<file path="src/rtl/mips_multicycle_control.sv">
// mips_multicycle_control: multicycle MIPS control FSM; define MIPS_CTRL_JUMP_EN to enable the j instruction
module mips_multicycle_control #(
  parameter int MEM_LATENCY = 1
) (
  input  logic        clk,
  input  logic        rst,
  input  logic [5:0]  opcode,
  input  logic [5:0]  funct,
  input  logic        zero,
  output logic        ir_write,
  output logic        pc_write,
  output logic [1:0]  pc_src,
  output logic [5:0]  alu_func,
  output logic        alu_src_b,
  output logic        reg_write,
  output logic        reg_dst,
  output logic        mem_to_reg,
  output logic        mem_read,
  output logic        mem_write,
  output logic [2:0]  state,
  output logic        illegal,
  output logic [31:0] instr_count
);
  typedef enum logic [2:0] {FETCH, DECODE, EXECUTE, MEM, WRITEBACK} state_t;
  localparam logic [5:0] OP_R = 6'd0, OP_LW = 6'd35, OP_SW = 6'd43, OP_BEQ = 6'd4, OP_ADDI = 6'd8, OP_J = 6'd2;
  state_t state_q, state_d;
  logic [5:0] op_q, fn_q;
  logic [3:0] cnt_q, cnt_d;
  logic illegal_q, illegal_d, retire, fn_ok, is_j, legal;
  logic [31:0] instr_count_q;
  assign fn_ok = funct == 6'd32 || funct == 6'd34 || funct == 6'd36 || funct == 6'd37 || funct == 6'd42;
`ifdef MIPS_CTRL_JUMP_EN
  assign is_j = opcode == OP_J;
`else
  assign is_j = 1'b0;
`endif
  assign legal = (opcode == OP_R && fn_ok) || opcode == OP_LW || opcode == OP_SW || opcode == OP_BEQ
              || opcode == OP_ADDI || is_j;
  always_comb begin
    state_d = FETCH;
    cnt_d = cnt_q;
    illegal_d = illegal_q;
    retire = 1'b0;
    ir_write = 1'b0;
    pc_write = 1'b0;
    pc_src = 2'd0;
    alu_func = 6'd0;
    alu_src_b = 1'b0;
    reg_write = 1'b0;
    reg_dst = 1'b0;
    mem_to_reg = 1'b0;
    mem_read = 1'b0;
    mem_write = 1'b0;
    case (state_q)
      FETCH: begin
        ir_write = 1'b1;
        pc_write = 1'b1;
        state_d = DECODE;
      end
      DECODE: begin
        illegal_d = illegal_q | ~legal;
        pc_write = legal & is_j;
        pc_src = (legal & is_j) ? 2'd2 : 2'd0;
        retire = legal & is_j;
        state_d = (legal && !is_j) ? EXECUTE : FETCH;
      end
      EXECUTE: begin
        alu_func = op_q == OP_R ? fn_q : op_q == OP_BEQ ? 6'd34 : 6'd32;
        alu_src_b = op_q != OP_R && op_q != OP_BEQ;
        pc_src = op_q == OP_BEQ ? 2'd1 : 2'd0;
        pc_write = op_q == OP_BEQ && zero;
        retire = op_q == OP_BEQ;
        cnt_d = 4'(MEM_LATENCY - 1);
        state_d = op_q == OP_BEQ ? FETCH : (op_q == OP_LW || op_q == OP_SW) ? MEM : WRITEBACK;
      end
      MEM: begin
        alu_func = 6'd32;
        alu_src_b = 1'b1;
        mem_read = op_q == OP_LW;
        mem_write = op_q == OP_SW;
        cnt_d = cnt_q - 4'd1;
        retire = cnt_q == 4'd0 && op_q == OP_SW;
        state_d = cnt_q != 4'd0 ? MEM : op_q == OP_LW ? WRITEBACK : FETCH;
      end
      WRITEBACK: begin
        reg_write = 1'b1;
        reg_dst = op_q == OP_R;
        mem_to_reg = op_q == OP_LW;
        retire = 1'b1;
      end
      default: state_d = FETCH;
    endcase
    // the state register already reads FETCH during reset, so strobes must be masked explicitly
    if (rst) begin
      ir_write = 1'b0;
      pc_write = 1'b0;
      pc_src = 2'd0;
    end
  end
  always_ff @(posedge clk or posedge rst) begin
    if (rst) begin
      state_q <= FETCH;
      op_q <= 6'd0;
      fn_q <= 6'd0;
      cnt_q <= 4'd0;
      illegal_q <= 1'b0;
      instr_count_q <= 32'd0;
    end else begin
      state_q <= state_d;
      cnt_q <= cnt_d;
      illegal_q <= illegal_d;
      if (retire) instr_count_q <= instr_count_q + 32'd1;
      if (state_q == DECODE) begin
        op_q <= opcode;
        fn_q <= funct;
      end
    end
  end
  assign state = state_q;
  assign illegal = illegal_q;
  assign instr_count = instr_count_q;
endmodule

</file>
<file path="config.mk">
export PLATFORM = sky130hd
export DESIGN_NAME = mips_multicycle_control
export DESIGN_NICKNAME = d
export VERILOG_FILES = /design/src/rtl/mips_multicycle_control.sv
export SDC_FILE = /design/constraint.sdc
export NUM_CORES = 1
export LEC_CHECK = 0
export CORE_MARGIN = 2
export CORE_UTILIZATION = 53
export DETAILED_ROUTE_END_ITERATION = 10
export PLACE_DENSITY = 0.85
export SYNTH_ARGS = -nofsm -noshare
export SYNTH_HDL_FRONTEND = slang
export SYNTH_SLANG_ARGS = --single-unit
</file>
<file path="constraint.sdc">
create_clock -name clk -period 6.35 [get_ports clk]
set_clock_uncertainty 0.2 [all_clocks]
set_input_delay 0.635 -clock clk [delete_from_list [all_inputs] [get_ports clk]]
set_output_delay 0.635 -clock clk [all_outputs]
set_load 0.02 [all_outputs]
</file>
# Word-level counts from Yosys, hierarchy flattened

Index checks and enable logic that the tools add are counted.

Add/subtract/negate cells: 2
Equal/unequal tests: 17
Mux-type cells: 24
Bitwise gates (word level): 2
Reductions and logical operators: 20

Operators with widths:

| kind                    | number |
|---|---|
| $eq A6 B6 Y1 const B    | 9 |
| $add A32 B1 Y32 const B | 1 |
| $eq A6 B3 Y1 const B    | 2 |
| $logic_not A6 Y1        | 2 |
| $mux W3                 | 4 |
| $pmux W3 S4             | 1 |
| $pmux W6 S2             | 1 |
| $mux W1                 | 10 |
| $logic_or A1 B1 Y1      | 9 |
| $pmux W4 S2             | 1 |
| $eq A3 B2 Y1 const B    | 2 |
| $eq A6 B4 Y1 const B    | 1 |
| $mux W2                 | 3 |
| $mux W6                 | 1 |
| $ne A6 B3 Y1 const B    | 1 |
| $reduce_bool A6 Y1      | 1 |
| $logic_and A1 B1 Y1     | 4 |
| $logic_not A4 Y1        | 1 |
| $pmux W1 S2             | 2 |
| $reduce_bool A4 Y1      | 1 |
| $sub A4 B1 Y4 const B   | 1 |
| $eq A3 B1 Y1 const B    | 1 |
| $eq A3 B3 Y1 const B    | 1 |
| $logic_not A3 Y1        | 1 |
| 4 further kinds         | 4 |

Bits in registers: 52
Input port bits: 15
Output and inout port bits: 52
Word-level logic and storage cells: 71

# Logic depth before layout (Yosys ltp)

Word-level depth: 12
Gate-level depth with buffers: 9
Gate-level depth less buffers: 7

# Worst setup path before layout

OpenSTA, ideal clock, no wires.

Path kind: register to output
Start point: reg op_q[5]
End point: out pc_write
Arrival: 2.178 ns
Required time: 5.515 ns
Slack: 3.337 ns
Stages on the path, launching flop included: 5
Buffers on the path: 0
Cell sequence: dfrtp_1 nor4_1 nor2b_1 nand3_1 a2111oi_0

Longest elaborated chain between the ends: 4

RTL lines:

| element                | RTL line | text |
|---|---|---|
| start, declared        | 27       | `logic [5:0] op_q, fn_q;` |
| start signal, assigned | 114      | `op_q <= opcode;` |
| $eq A6 B3 Y1           | 71       | `pc_write = op_q == OP_BEQ && zero;` |
| $logic_and A1 B1 Y1    | 71       |  |
| $pmux W1 S2            | 54       | `case (state_q)` |
| $mux W1                | 94       | `if (rst) begin` |
| end, declared          | 11       | `output logic pc_write,` |

No other way between the ends.

# Final worst setup path

Ends and elaborated chain as after synthesis.

==> flow_summary.toml <==
[status]
status = "complete, no violations"

[global_route]
grt_pass1_wl_mm = 9.24
grt_usage_pct = 21.0
grt_max_degree = 53
grt_pass1_vias = 1845
grt_antenna_before_repair = 0
grt-ovfl-total = 0

[die]
dieWidth_um = 75.6
coreArea_um2 = 5040
initial_core_util_pct = 53.9
io_pins = 67
die-area_um2 = 5720
row_count = 26
die_h_um = 75.6

[finish]
layout-drive-gt1-share_pct = 11.5
area_growth_pct = 28.5
n_antenna_cell = 0
nets = 329
n_fill_cell = 384

[synth]
synth_top_family_by_area = "simple AND/OR/NAND/NOR gates"
async_flop_share_pct = 100
synth-edff-count = 0
ys_types = 43
synth_mux_area_share_pct = 5.76
synth-adder-area-share_pct = 1.38
synth.area.top_cells = "dfrtp_1 48%, xor2_1 9.0%, mux2_2 5.4%"
synth_xor_area_share_pct = 10.6
synth_cells = 251
synth_commonest_cells = "52 x dfrtp_1, 28 x xor2_1, 18 x nor3_1, 17 x nor2_1, 16 x nand2_1"
synth-compound-area-share_pct = 3.13
syn_nets = 269
synth.most_common_cell = "dfrtp_1"
yosysTopAreaCell = "dfrtp_1"
ys.flop_type = "dfrtp_1"
seq_area_frac_synth_pct = 47.9
ys_ff_latch = 52
netlist.area_leader.share_pct = 47.9
yosys_warnings = 0
synth.avg_cell_area_um2 = 10.8
synth-simple-area-share_pct = 26.4
netlist_area_um2 = 2720

[detailed_routing]
dr.pass1.iters = 6
wire_per_inst_um = 14.6
drc = 0
drt_wl_total_mm = 5.59
viasPerCell = 5.31
dr.first_iter.drc_count = 111
ant_nets = 0
vias = 2030

[critical_path]
startpoint_type = "flip-flop"
worst-setup-path-type = "flip-flop to primary output"
critPathMaxFanout = 3
end_kind = "primary output"
crit_required_ps = 5510
worstPathArrival_ps = 2620
slowest_stage = "clkdlybuf4s50_1"
path_cells = "nor4_1 -> nor2b_1 -> nand3_1 -> a2111oi_0 -> clkdlybuf4s50_1"
max_stage_delay_ps = 680

[run]
cap_violations = 0

[clock_network]
insertion_delay_ps = 310
cts_inserted_buffers = 5
root_buffer = "clkbuf_8"
ctsResizeCount = 0
clockBufferDepth = 2
post_cts_buffers = 0
clock-sinks = 52
ctsHoldBuffers = 0
clkSlewWorstSetupHoldPaths_ps = 90
htreeDepth = 2
cts_tree = "built"

[sta]
slew-limit-headroom_pct = 27.3
slew_viol_final = 0
final_hold_viol_count = 0
holdWs_ps = 272
rsz0062_at_grt = "false"
period_minus_slack_ps = 3450
setup_tns_ps = 0
tightest_slew_ps = 1090
fmax_mhz = 290
post-route-period-util_pct = 54.4
setup_viol = 0

[hold_path]
min_path_type = "flip-flop to flip-flop"

[pwr]
p_leak_nw = 1.54
power_density_nw_per_um2 = 275
ir_worst_vdd_mv = 0.248
fin_total_pwr_mw = 0.961

[placement]
dp_hpwl_mm = 3.99
port_buffers = 65
routabilityCongestion = 0.798
-- state kept, by name, indices dropped and copies added (netlist names) --
name         cells
illegal          1
fn_q             6
instr_count     32
op_q             6
state            3
cnt_q            4
-- cell type report --
type	instances	area, um2	area share, %
Clock inverter	3	46.3	1.33
Inverter	9	33.8	0.967
Timing Repair Buffer	67	666	19.1
Sequential cell	52	1300	37.2
Clock buffer	5	68.8	1.97
Multi-Input combinational cell	176	1290	36.9
Tap cell	70	87.6	2.51
-- power breakdown --
part / internal, mW / switching (mW) / total [mW]
clock network: 0.119 / 0.114 / 0.233
registers: 0.394 / 0.0747 / 0.469
logic: 0.142 / 0.118 / 0.259
total: 0.655 / 0.306 / 0.961
-- logic make-up after synthesis --
group,after synthesis
mux,14
buf+inv,23
compound gates,14
simple gates,111
other cells,1
xor+xnor,33
fa+ha+maj,3
flops,52
-- path summary, 6_finish.rpt --
kind                                      startpoint                           to  slack (ps)  cells past startpoint
worst max-delay path             op_q[5]$_DFFE_PP0P_                     pc_write        2900                      5
worst min-delay path             illegal$_DFFE_PP0P_          illegal$_DFFE_PP0P_         270                      1
worst max register to register  cnt_q[0]$_DFFE_PP0P_  instr_count[29]$_DFFE_PP0P_        3430                      8
worst min register to register   illegal$_DFFE_PP0P_          illegal$_DFFE_PP0P_         270                      1
max in group asynchronous                        rst          op_q[5]$_DFFE_PP0P_        4490                      2
min in group asynchronous                        rst           state[2]$_DFF_PP0_         780                      2
-- worst max-delay path, delay by kind of cell (launching register included) --
| family | cells | cell delay [ps] |
|---|---|---|
| buf+inv | 1 | 680 |
| compound gates | 1 | 430 |
| flops | 1 | 410 |
| simple gates | 3 | 790 |
-- placed cells by master, fill, tap and decap left out, drive strengths merged, types with 6 or more instances in the layout --
master / instances
clkdlybuf4s50: 65
dfrtp: 52
xor2: 28
nor3: 18
nor2: 17
nand2: 16
mux2: 13
nand3: 10
inv: 10
nor4: 10
nand2b: 6
nor4b: 6
-- metal layers --
metal  global-route usage, %  up-vias  wire [um]
met5                       0        -          0
met4                    5.26        0         64
met3                    3.70        5        158
met2                    32.1       31       2750
met1                    31.2     1002       2620
li1                        -      992          -
-- stage by stage --
step | utilization, % | instances | area [um2] | setup WS (ps)
after floorplan | - | 251 | 2720 | 3340
after global placement | 67.0 | 374 | 3380 | 3280
after detailed placement | 67.0 | 374 | 3380 | 3200
after CTS | 69.3 | 382 | 3490 | 2860
after global routing | 69.3 | 382 | 3490 | 2640
final | 69.3 | 382 | 3490 | 2900
Note: power is estimated with default switching activity, not from simulation.
